<file path="src/rtl/req_encoder_if.sv">
// Request/grant bundle between request-generating logic and the req_encoder.
// The master drives requests, the enable and ready; the slave returns the encoded grant.
interface req_encoder_if;
  logic [3:0] ireq;
  logic       ien;
  logic       iready;
  logic [1:0] oidx;
  logic       ovalid;
  logic       omulti;
  logic [3:0] opend;

  modport master (
    output ireq, ien, iready,
    input  oidx, ovalid, omulti, opend
  );

  modport slave (
    input  ireq, ien, iready,
    output oidx, ovalid, omulti, opend
  );
endinterface

</file>
<file path="src/rtl/req_encoder.sv">
// Sequential 4-to-2 request encoder: sticky pending mask, fixed or rotating
// priority selection, and a valid/ready hold of the chosen index.
module req_encoder #(
  parameter bit ROUND_ROBIN = 1'b1
) (
  input  logic         iclk,
  input  logic         irst,
  req_encoder_if.slave bus
);

  typedef enum logic {
    IDLE  = 1'b0,
    GRANT = 1'b1
  } state_t;

  state_t     state_reg;
  logic [3:0] pend_reg;
  logic [3:0] pend_next;
  logic [1:0] ptr_reg;
  logic [1:0] oidx_reg;
  logic       ovalid_reg;
  logic       omulti_reg;

  logic       accept;
  logic [3:0] clr;
  logic [3:0] rot;
  logic [1:0] off;
  logic [1:0] sel_idx;
  logic [2:0] pend_cnt;
  logic       multi;

  assign accept = ovalid_reg & bus.iready;

  // rot[k] is the pending bit k places after ptr, so the lowest set bit of
  // rot is the first candidate in rotating order.
  genvar gi;
  generate
    for (gi = 0; gi < 4; gi++) begin : g_bits
      assign clr[gi] = accept && (oidx_reg == 2'(gi));
      assign rot[gi] = pend_reg[2'(gi) + ptr_reg];
    end
  endgenerate

  // Set wins over clear: a request on the served bit in the accept cycle stays.
  assign pend_next = (pend_reg & ~clr) | (bus.ien ? bus.ireq : 4'b0000);

  always_comb begin
    off = 2'd0;
    for (int i = 3; i >= 0; i--) begin
      if (rot[i]) begin
        off = 2'(i);
      end
    end
  end

  always_comb begin
    pend_cnt = 3'd0;
    for (int i = 0; i < 4; i++) begin
      pend_cnt = pend_cnt + {2'b00, pend_reg[i]};
    end
  end

  assign sel_idx = ptr_reg + off;
  assign multi   = (pend_cnt >= 3'd2);

  always_ff @(posedge iclk or posedge irst) begin
    if (irst) begin
      state_reg  <= IDLE;
      pend_reg   <= 4'b0000;
      ptr_reg    <= 2'd0;
      oidx_reg   <= 2'd0;
      ovalid_reg <= 1'b0;
      omulti_reg <= 1'b0;
    end else begin
      pend_reg <= pend_next;
      case (state_reg)
        IDLE: begin
          // Selection looks only at the registered mask, never same-cycle ireq.
          if (pend_reg != 4'b0000) begin
            oidx_reg   <= sel_idx;
            omulti_reg <= multi;
            ovalid_reg <= 1'b1;
            state_reg  <= GRANT;
          end
        end
        GRANT: begin
          if (bus.iready) begin
            ovalid_reg <= 1'b0;
            state_reg  <= IDLE;
            if (ROUND_ROBIN) begin
              ptr_reg <= oidx_reg + 2'd1;
            end
          end
        end
        default: begin
          state_reg  <= IDLE;
          ovalid_reg <= 1'b0;
        end
      endcase
    end
  end

  assign bus.oidx   = oidx_reg;
  assign bus.ovalid = ovalid_reg;
  assign bus.omulti = omulti_reg;
  assign bus.opend  = pend_reg;

endmodule

</file>
<file path="src/flat_wrapper.sv">
// flat-port wrapper written by rule: the top's interface ports become plain ports
module req_encoder_flat 
#(
  parameter bit ROUND_ROBIN = 1'b1
)
  (iclk, irst, bus_ireq, bus_ien, bus_iready, bus_oidx, bus_ovalid, bus_omulti, bus_opend);
  req_encoder_if bus_i ();
  input  logic iclk;
  input  logic irst;
  input wire logic [$bits(bus_i.ireq)-1:0] bus_ireq;
  input wire logic [$bits(bus_i.ien)-1:0] bus_ien;
  input wire logic [$bits(bus_i.iready)-1:0] bus_iready;
  output wire logic [$bits(bus_i.oidx)-1:0] bus_oidx;
  output wire logic [$bits(bus_i.ovalid)-1:0] bus_ovalid;
  output wire logic [$bits(bus_i.omulti)-1:0] bus_omulti;
  output wire logic [$bits(bus_i.opend)-1:0] bus_opend;
  assign bus_i.ireq = bus_ireq;
  assign bus_i.ien = bus_ien;
  assign bus_i.iready = bus_iready;
  assign bus_oidx = bus_i.oidx;
  assign bus_ovalid = bus_i.ovalid;
  assign bus_omulti = bus_i.omulti;
  assign bus_opend = bus_i.opend;
  req_encoder #(.ROUND_ROBIN(ROUND_ROBIN)) u_core (.iclk(iclk), .irst(irst), .bus(bus_i));
endmodule
</file>
<file path="config.mk">
export PLATFORM = sky130hd
export DESIGN_NAME = req_encoder_flat
export DESIGN_NICKNAME = d
export VERILOG_FILES = /design/src/rtl/req_encoder_if.sv /design/src/rtl/req_encoder.sv /design/src/flat_wrapper.sv
export SDC_FILE = /design/constraint.sdc
export NUM_CORES = 1
export LEC_CHECK = 0
export ABC_CLOCK_PERIOD_IN_PS = 2020
export BUFFER_PORTS_ARGS = -buffer_cell sky130_fd_sc_hd__buf_2
export CORE_MARGIN = 2
export CORE_UTILIZATION = 45
export DETAILED_ROUTE_END_ITERATION = 6
export PLACE_DENSITY = 0.68
export RECOVER_POWER = 50
export SYNTH_ARGS = -nofsm -noshare
export SYNTH_HDL_FRONTEND = slang
export SYNTH_SLANG_ARGS = --single-unit
</file>
<file path="constraint.sdc">
create_clock -name iclk -period 2.02 [get_ports iclk]
set_input_delay 0.404 -clock iclk [delete_from_list [all_inputs] [get_ports iclk]]
set_output_delay 0.404 -clock iclk [all_outputs]
set_load 0.05 [all_outputs]
</file>
==> metrics.csv, run 1 <==
stage;metric;value;unit
run_status;run_status;finished, final reports clean;
logic_synthesis;synthAdderAreaFrac;14.21;%
clocking;clockBufferDepth;2;
power_and_ir_drop;ir_worst_vdd;0.6685;mV
hold_path;worstHoldPathType;input port to async pin;
critical_path;cp.required;2160;ps
drt;first_pass_iters;4;
placement;hpwlAfterDp;1102;microns
drt;vias_per_cell;5.358;
finish;fillers;136;
job;cap_violations;0;
timing;slew_violations;0;
die;io_pins;16;
logic_synthesis;ys_ff_latch;11;
timing;setup_violations;0;
global_route;met3_usage;8.750;%
logic_synthesis;yosysSeqAreaShare;39.08;%
clocking;holdBufCountCts;0;
clocking;cts.sinks;11;
finish;areaGrowthSynthToFinish;14.56;%
logic_synthesis;synth-warning-count;0;
global_route;grtUsageTotal;19.14;%
drt;vias;568;
global_route;grt_pass1_wl;2532;microns
global_route;grt_overflow;0;
global_route;busiest_layer;met2;
global_route;use_met2;28.24;%
die;std_cell_rows;14;
critical_path;criticalPathCategory;flop to flop;
power_and_ir_drop;p_leak;0.0003864;uW
global_route;use_met1;24.47;%
finish;diodes;0;
die;dieArea;1898;sq um
clocking;post_cts_buffers;0;
timing;max_freq;546.7;MHz
critical_path;worstPathArrival;1970;ps
placement;portBuffers;15;
timing;post-route-period-util;90.55;%
logic_synthesis;synth_area_per_cell;9.784;sq um
die;die_y;43.57;microns
finish;finish.utilization;54.20;%
timing;hold_viol;0;
clocking;root_buffer;clkbuf_4;
drt;drtIter0Drc;7;
timing;tns;0;ps
clocking;clk_pin_slew;70;ps
global_route;antenna_found_initial;0;
global_route;grt_max_degree;13;
timing;period_minus_slack;1829;ps
die;start_util;47.31;%
logic_synthesis;muxShareOfSynthArea;1.599;%
critical_path;endpoint_kind;flop;
power_and_ir_drop;p_per_area;1394;nW/um^2
finish;fin_nets;107;
clocking;insertion_delay;280;ps
global_route;first_global_vias;538;
logic_synthesis;ys_types;24;
clocking;htree_levels;1;
clocking;cts_tree;built;
finish;final_common_cell;buf_2;
logic_synthesis;syn_inst;72;
timing;clock_skew;0.8874;ps
critical_path;crit_path_start_kind;flop;
timing;rsz0062_at_grt;false;
logic_synthesis;synth_top_family_by_area;compound AO/OA/AOI/OAI gates;
timing;fin_hold_ws;116.7;ps
logic_synthesis;synthXorXnorAreaFrac;2.487;%
finish;multi_input_area;372.9;sq um
clocking;cts_resized;0;
logic_synthesis;synth_compound_area_share;19.36;%
finish;drive_gt1_share;25.56;%
timing;worst_slew_pin_slew;494.4;ps
die;die_w;43.57;microns
drt;drt-wirelength-per-cell;14.00;microns
logic_synthesis;syn_nets;88;
finish;final_cell_mix;buf_2, dfrtp_1, ha_1;
die;core;1489;sq um
drt;antenna_left;0;
clocking;cts_buffers;3;
logic_synthesis;synthSimpleGateAreaFrac;15.28;%
finish;largest_reg_flops;4;
logic_synthesis;synth_area;704.4;sq um
placement;place.gp.congestion;0.7267;
drt;routed_wl;1484;microns
drt;drcViolationCount;0;
critical_path;cp_max_fo;12;
timing;relSlewSlack;67.04;%
finish;ff_latch_area;275.3;sq um
[synthesized netlist by cell type]
| cell type | n | area, sq um |
|---|---|---|
| inv_1 | 6 | 22.52 |
| mux2_2 | 1 | 11.26 |
| o2111ai_1 | 1 | 8.760 |
| o21ai_0 | 3 | 15.01 |
| o32ai_1 | 2 | 17.52 |
| nand2_1 | 4 | 15.01 |
| buf_6 | 3 | 33.78 |
| and3_2 | 1 | 7.510 |
| or2b_1 | 2 | 15.01 |
| ha_1 | 8 | 100.1 |
| xnor2_1 | 2 | 17.52 |
| nand3_1 | 4 | 20.02 |
| o21a_1 | 2 | 15.01 |
| o211ai_1 | 1 | 7.510 |
| a32oi_1 | 1 | 8.760 |
| nor2_1 | 7 | 26.28 |
| a21oi_1 | 3 | 15.01 |
| or4_1 | 1 | 7.510 |
| a31oi_1 | 1 | 6.260 |
| nor2_2 | 1 | 6.260 |
| a211oi_1 | 1 | 7.510 |
| a22o_1 | 4 | 35.03 |
| dfrtp_1 | 11 | 275.3 |
| nor3_1 | 2 | 10.01 |
[final cells by class]
type	count	share of cell area, %
timing repair buffer	17	11.16
inverter	6	2.791
multi-input combinational	52	46.20
sequential	11	34.11
tap	16	2.481
clock buffer	4	3.256
[logic make-up after synthesis]
family | count (synthesis)
AOI/OAI and AO/OA | 19
xor gates and xnor gates | 2
adders and majority gates | 8
buffers and inverters | 9
DFF | 11
muxes | 1
and+or+nand+nor | 22
[where the power goes]
group | switching (uW) | leakage, uW | internal [uW]
clock network | 77.9 | 0.0000150 | 76.7
logic | 363 | 0.000254 | 199
registers | 118 | 0.000118 | 290
total | 559 | 0.000386 | 566
[routing by layer]
metal / vias up / part of all wire (%) / wire [microns]
met1: 262 / 50 / 741
met2: 11 / 45 / 669
met5: - / 0 / 0
met4: 0 / 0.81 / 12
met3: 2 / 4.0 / 60
li1: 293 / - / -
[critical path, cell delays in order (launching register included)]
cell and delay [ps]:
dfrtp_1 500, or4_1 560, o2111ai_1 90, ha_1 200, xnor2_1 130, xnor2_1 130, a21oi_1 80
[worst paths after layout]
path | startpoint | to | slack (ps) | depth (start not counted)
max reg2reg | u_core.ptr_reg[0] | u_core.bus.oidx[1] | 190 | 6
min in group iclk | bus_ireq[2] | u_core.bus.opend[2] | 360 | 2
min | irst | u_core.bus.ovalid | 120 | 2
max | u_core.ptr_reg[0] | u_core.bus.oidx[1] | 190 | 6
max in group asynchronous | irst | u_core.ptr_reg[1] | 1600 | 2
min reg2reg | u_core.state_reg | u_core.state_reg | 530 | 1
[per-stage QoR]
step / worst slack [ps] / cell area [sq um] / total power, uW / instances
floorplan: 34.35 / 704.4 / 848.5 / 72
global placement: 263.7 / 780.7 / 960.9 / 102
detailed placement: 208.0 / 780.7 / 972.3 / 102
CTS: 184.2 / 807.0 / 1135 / 106
global route: 67.98 / 807.0 / 1215 / 106
finish: 190.8 / 807.0 / 1125 / 106
(Power assumes the default switching activity.)
==> run 2, diff against run 1 <==
--- a/config.mk
+++ b/config.mk
@@ -12,6 +12,7 @@
 export DETAILED_ROUTE_END_ITERATION = 6
 export PLACE_DENSITY = 0.68
 export RECOVER_POWER = 50
+export SETUP_SLACK_MARGIN = 0.3
 export SYNTH_ARGS = -nofsm -noshare
 export SYNTH_HDL_FRONTEND = slang
 export SYNTH_SLANG_ARGS = --single-unit
==> metrics.csv, run 2 (synthesis results as in run 1) <==
stage;metric;value;unit
drt;wl_met3;56;microns
critical_path;criticalPathCategory;flop to flop;
timing;hold_viol;0;
placement;hpwlAfterDp;1118;microns
global_route;antenna_found_initial;0;
drt;vias_per_cell;5.614;
critical_path;regToRegSetupSlack;280;ps
drt;routed_wl;1767;microns
clocking;holdBufCountCts;0;
critical_path;path_delay_family;simple AND/OR/NAND/NOR gates;
finish;drive_gt1_share;43.88;%
critical_path;cp_max_fo;7;
drt;drtIter0Drc;16;
drt;vias;640;
clocking;clockBufferDepth;2;
finish;final_common_cell;buf_2;
clocking;cts_buffers;3;
power_and_ir_drop;p_int;656.9;uW
global_route;grt_overflow;0;
placement;place.gp.congestion;0.7791;
timing;clock_skew;5.388;ps
timing;slew_violations;0;
power_and_ir_drop;ir_worst_vdd;0.7100;mV
critical_path;slowest_delay;500;ps
finish;areaGrowthSynthToFinish;28.77;%
timing;worst_slew_pin_slew;548.7;ps
die;start_util;47.31;%
critical_path;slowest_stage;or4_4;
global_route;first_global_vias;566;
power_and_ir_drop;p_sw_share;47.92;%
clocking;root_buffer;clkbuf_4;
timing;setup_violations;0;
global_route;grt_max_degree;12;
die;die_y;43.57;microns
timing;rsz0062_at_grt;true;
die;std_cell_rows;14;
finish;design_area;907.1;sq um
die;core;1489;sq um
clocking;clk_pin_slew;70;ps
global_route;grt_pass1_wl;2697;microns
power_and_ir_drop;p_leak;0.0004283;uW
job;cap_violations;0;
die;die_w;43.57;microns
power_and_ir_drop;p_switching;604.4;uW
critical_path;ff2ff_path_depth;6;
placement;dpl_cell_area;770.7;sq um
clocking;htree_levels;1;
finish;fin_nets;115;
timing;max_freq;576.0;MHz
drt;wl_met1;748;microns
critical_path;crit_chain;or4_4 > o2111ai_2 > ha_2 > xnor2_2 > xnor2_1 > a21oi_1;
drt;met2_length;951;microns
clocking;cts.sinks;11;
placement;portBuffers;15;
die;io_pins;16;
power_and_ir_drop;seqPwrFrac;31.6;%
critical_path;cp.required;2160;ps
global_route;grtUsageTotal;19.83;%
clocking;insertion_delay;270;ps
power_and_ir_drop;p_clk_share;12.0;%
finish;fillers;138;
power_and_ir_drop;comb_power_share;56.4;%
critical_path;regToRegStartpoint;u_core.bus.opend[0];
run_status;run_status;finished, final reports clean;
timing;post-route-period-util;85.94;%
critical_path;critPathBufInv;0;
die;dieArea;1898;sq um
hold_path;worstHoldPathType;input port to async pin;
finish;final_cell_mix;buf_2, buf_4, nor2_1, ha_1, dfrtp_1;
drt;first_pass_iters;3;
clocking;cts_tree;built;
timing;tns;0;ps
finish;diodes;0;
power_and_ir_drop;p_per_area;1390;nW/um^2
drt;drcViolationCount;0;
timing;period_minus_slack;1736;ps
finish;largest_reg_flops;4;
drt;drt-wirelength-per-cell;15.50;microns
critical_path;endpoint_kind;flop;
timing;relSlewSlack;63.42;%
drt;routed.top_layer;met4;
critical_path;worstPathArrival;1880;ps
drt;antenna_left;0;
critical_path;reg2reg_to;u_core.bus.oidx[1];
critical_path;crit_path_start_kind;flop;
==> run 2: what timing repair did <==
item,4_1_cts,5_1_grt
resized for setup,1,9
endpoints found under the setup margin,1,2
pin swaps,0,6
buffers inserted,8,2
==> run 2: routing by layer <==
metal,vias up,track usage (%)
met5,-,0
met4,0,5.455
met3,2,5.000
met2,9,30.59
met1,318,27.73
li1,311,-
==> run 2: worst max path at each step <==
stage | start | endpoint | slack [ps] | depth (start not counted)
final | u_core.bus.opend[0] | u_core.bus.oidx[1] | 280 | 6
after global routing | u_core.bus.opend[0] | u_core.bus.oidx[1] | 190 | 7
after CTS | u_core.ptr_reg[0] | u_core.bus.oidx[1] | 300 | 6
after detailed placement | u_core.ptr_reg[0] | u_core.bus.oidx[1] | 200 | 6
after global placement | u_core.ptr_reg[0] | u_core.bus.oidx[1] | 260 | 6
after floorplan | u_core.bus.opend[2] | u_core.bus.oidx[1] | 130 | 7
==> run 2: power groups by stage <==
stage | logic, uW | clock network [uW] | registers, uW
after floorplan | 297 | 0 | 556
after global placement | 510 | 0 | 427
after detailed placement | 525 | 0 | 433
after CTS | 647 | 155 | 387
after global routing | 772 | 163 | 413
final | 712 | 151 | 398
==> run 2: final cells by class <==
| class | instances | area, sq um | area share (%) |
|---|---|---|---|
| multi-input cells | 52 | 402.9 | 44.41 |
| flip-flops and latches | 11 | 281.5 | 31.03 |
| repair buffers | 25 | 153.9 | 16.97 |
| clock buffers | 4 | 26.28 | 2.897 |
| inverters | 6 | 22.52 | 2.483 |
| well taps | 16 | 20.02 | 2.207 |
==> run 2: through the flow <==
| step | util [%] | cells | hold slack, ps | worst slack [ps] | total power, uW |
|---|---|---|---|---|---|
| 6_report | 60.92 | 114 | 124.2 | 283.9 | 1261 |
| 5_1_grt | 60.92 | 114 | 168.4 | 191.8 | 1348 |
| 4_1_cts | 57.65 | 112 | 124.7 | 302.1 | 1189 |
| 3_5_place_dp | 51.76 | 100 | 418.1 | 200.3 | 957.6 |
| 3_3_place_gp | 51.76 | 100 | 413.3 | 263.7 | 936.8 |
| 2_1_floorplan | - | 72 | 256.2 | 131.4 | 853.3 |
==> run 3, diff against run 2 <==
--- a/config.mk
+++ b/config.mk
@@ -5,7 +5,7 @@
 export SDC_FILE = /design/constraint.sdc
 export NUM_CORES = 1
 export LEC_CHECK = 0
-export ABC_CLOCK_PERIOD_IN_PS = 2020
+export ABC_CLOCK_PERIOD_IN_PS = 2070
 export BUFFER_PORTS_ARGS = -buffer_cell sky130_fd_sc_hd__buf_2
 export CORE_MARGIN = 2
 export CORE_UTILIZATION = 45
==> constraint.sdc (replaced) <==
create_clock -name iclk -period 2.07 [get_ports iclk]
set_input_delay 0.414 -clock iclk [delete_from_list [all_inputs] [get_ports iclk]]
set_output_delay 0.414 -clock iclk [all_outputs]
set_load 0.05 [all_outputs]
==> metrics.csv, run 3 (synthesis results as in run 1) <==
stage;metric;value;unit
hold_path;worstHoldPathType;input port to async pin;
drt;vias_per_cell;5.578;
clocking;cts_tree;built;
finish;fin_nets;117;
drt;antenna_left;0;
finish;areaGrowthSynthToFinish;29.84;%
drt;first_pass_iters;4;
job;cap_violations;0;
clocking;cts.sinks;11;
die;core;1489;sq um
drt;drcViolationCount;0;
finish;drive_gt1_share;44.00;%
finish;final_cell_mix;buf_2, buf_4, nor2_1, ha_1, dfrtp_1;
critical_path;crit_cells;6;
global_route;grt_pass1_wl;2573;microns
critical_path;crit_start;u_core.ptr_reg[0];
global_route;met3_usage;5.000;%
global_route;grtUsageTotal;18.70;%
clocking;root_buffer;clkbuf_4;
drt;vias;647;
timing;fin_hold_ws;129.1;ps
die;start_util;47.31;%
finish;diodes;0;
critical_path;worstPathArrival;1860;ps
critical_path;path_delay_family;simple AND/OR/NAND/NOR gates;
die;std_cell_rows;14;
timing;relSlewSlack;62.73;%
placement;hpwlAfterDp;1118;microns
global_route;first_global_vias;570;
critical_path;slowest_stage;or4_4;
critical_path;regToRegStartpoint;u_core.ptr_reg[0];
timing;rsz0062_at_grt;false;
clocking;cts_buffers;3;
clocking;clockBufferDepth;2;
timing;clock_skew;2.144;ps
timing;tns;0;ps
critical_path;cp_max_fo;4;
run_status;run_status;finished, final reports clean;
drt;drt-wirelength-per-cell;14.72;microns
critical_path;crit_path_start_kind;flop;
critical_path;slowest_delay;540;ps
timing;period_minus_slack;1725;ps
global_route;use_met2;29.71;%
power_and_ir_drop;p_per_area;1339;nW/um^2
finish;finish.utilization;61.43;%
timing;worst_slew_pin_slew;559.1;ps
global_route;grt_overflow;0;
finish;final_common_cell;buf_2;
critical_path;ff2ff_path_depth;6;
timing;post-route-period-util;83.31;%
finish;design_area;914.6;sq um
die;dieArea;1898;sq um
die;die_w;43.57;microns
critical_path;critPathBufInv;0;
placement;dpl_cell_area;770.7;sq um
timing;max_freq;579.9;MHz
global_route;use_met1;25.07;%
critical_path;criticalPathCategory;flop to flop;
timing;hold_viol;0;
global_route;busiest_layer;met2;
power_and_ir_drop;p_leak;0.0004357;uW
die;io_pins;16;
clocking;insertion_delay;270;ps
clocking;clk_pin_slew;70;ps
clocking;htree_levels;1;
die;die_y;43.57;microns
finish;largest_reg_flops;4;
placement;place.gp.congestion;0.7791;
power_and_ir_drop;ir_worst_vdd;0.7034;mV
placement;portBuffers;15;
critical_path;crit_chain;or4_4 > o2111ai_2 > ha_2 > xnor2_2 > xnor2_1 > a21oi_1;
timing;slew_violations;0;
timing;setup_violations;0;
critical_path;cp.required;2210;ps
global_route;antenna_found_initial;0;
drt;drtIter0Drc;7;
drt;routed_wl;1707;microns
critical_path;endpoint_kind;flop;
global_route;grt_max_degree;13;
finish;fillers;141;
-- run 3: changes by cell type in the layout (fill, tap and decap cells not counted) --
cell / before / now
buf_4: 9 / 10
a211oi_1: 0 / 1
a211oi_2: 1 / 0
clkbuf_2: 0 / 1
-- run 3: layout make-up --
cell class	count	area [sq um]	share of cell area, %
Multi-Input combinational cell	52	397.9	43.50
Sequential cell	11	281.5	30.78
Timing Repair Buffer	27	166.4	18.19
Clock buffer	4	26.28	2.873
Inverter	6	22.52	2.462
Tap cell	16	20.02	2.189
-- run 3: repair_timing --
action,4_1_cts,5_1_grt
endpoints found under the setup margin,1,2
hold buffers,0,0
resized for setup,1,8
pin swaps,0,5
buffers inserted,4,8
-- run 3: layer usage --
layer  share of wire, %  wire length [microns]
met4               0.64                     11
met1                 43                    726
met5                  0                      0
met3                5.6                     95
met2                 51                    873
-- run 3: worst register-to-register path, delay by kind of cell, from the launching register on --
family | cells | cell delay [ps]
fa+ha+maj | 1 | 220
compound gates | 2 | 150
xor+xnor | 2 | 250
simple gates | 1 | 540
flops | 1 | 430
-- run 3: where the power goes --
| part | switching (uW) | internal (uW) | leakage [uW] |
|---|---|---|---|
| Sequential | 98.7 | 289 | 0.000115 |
| Combinational | 411 | 280 | 0.000306 |
| Clock | 70.8 | 74.6 | 0.0000150 |
-- run 3: stage by stage --
step,setup WS (ps),instances,total power [uW]
after floorplan,181.4,72,832.7
after global placement,313.7,100,914.2
after detailed placement,250.3,100,934.4
after CTS,314.5,108,1126
after global routing,251.8,116,1311
final,345.4,116,1224
-- run 3: worst paths after layout --
path / slack, ps / to
max: 350 / u_core.bus.oidx[1]
min: 130 / u_core.bus.omulti
max reg2reg: 350 / u_core.bus.oidx[1]
min reg2reg: 530 / u_core.bus.omulti
max in group asynchronous: 1620 / u_core.ptr_reg[0]
min in group iclk: 380 / u_core.bus.opend[2]
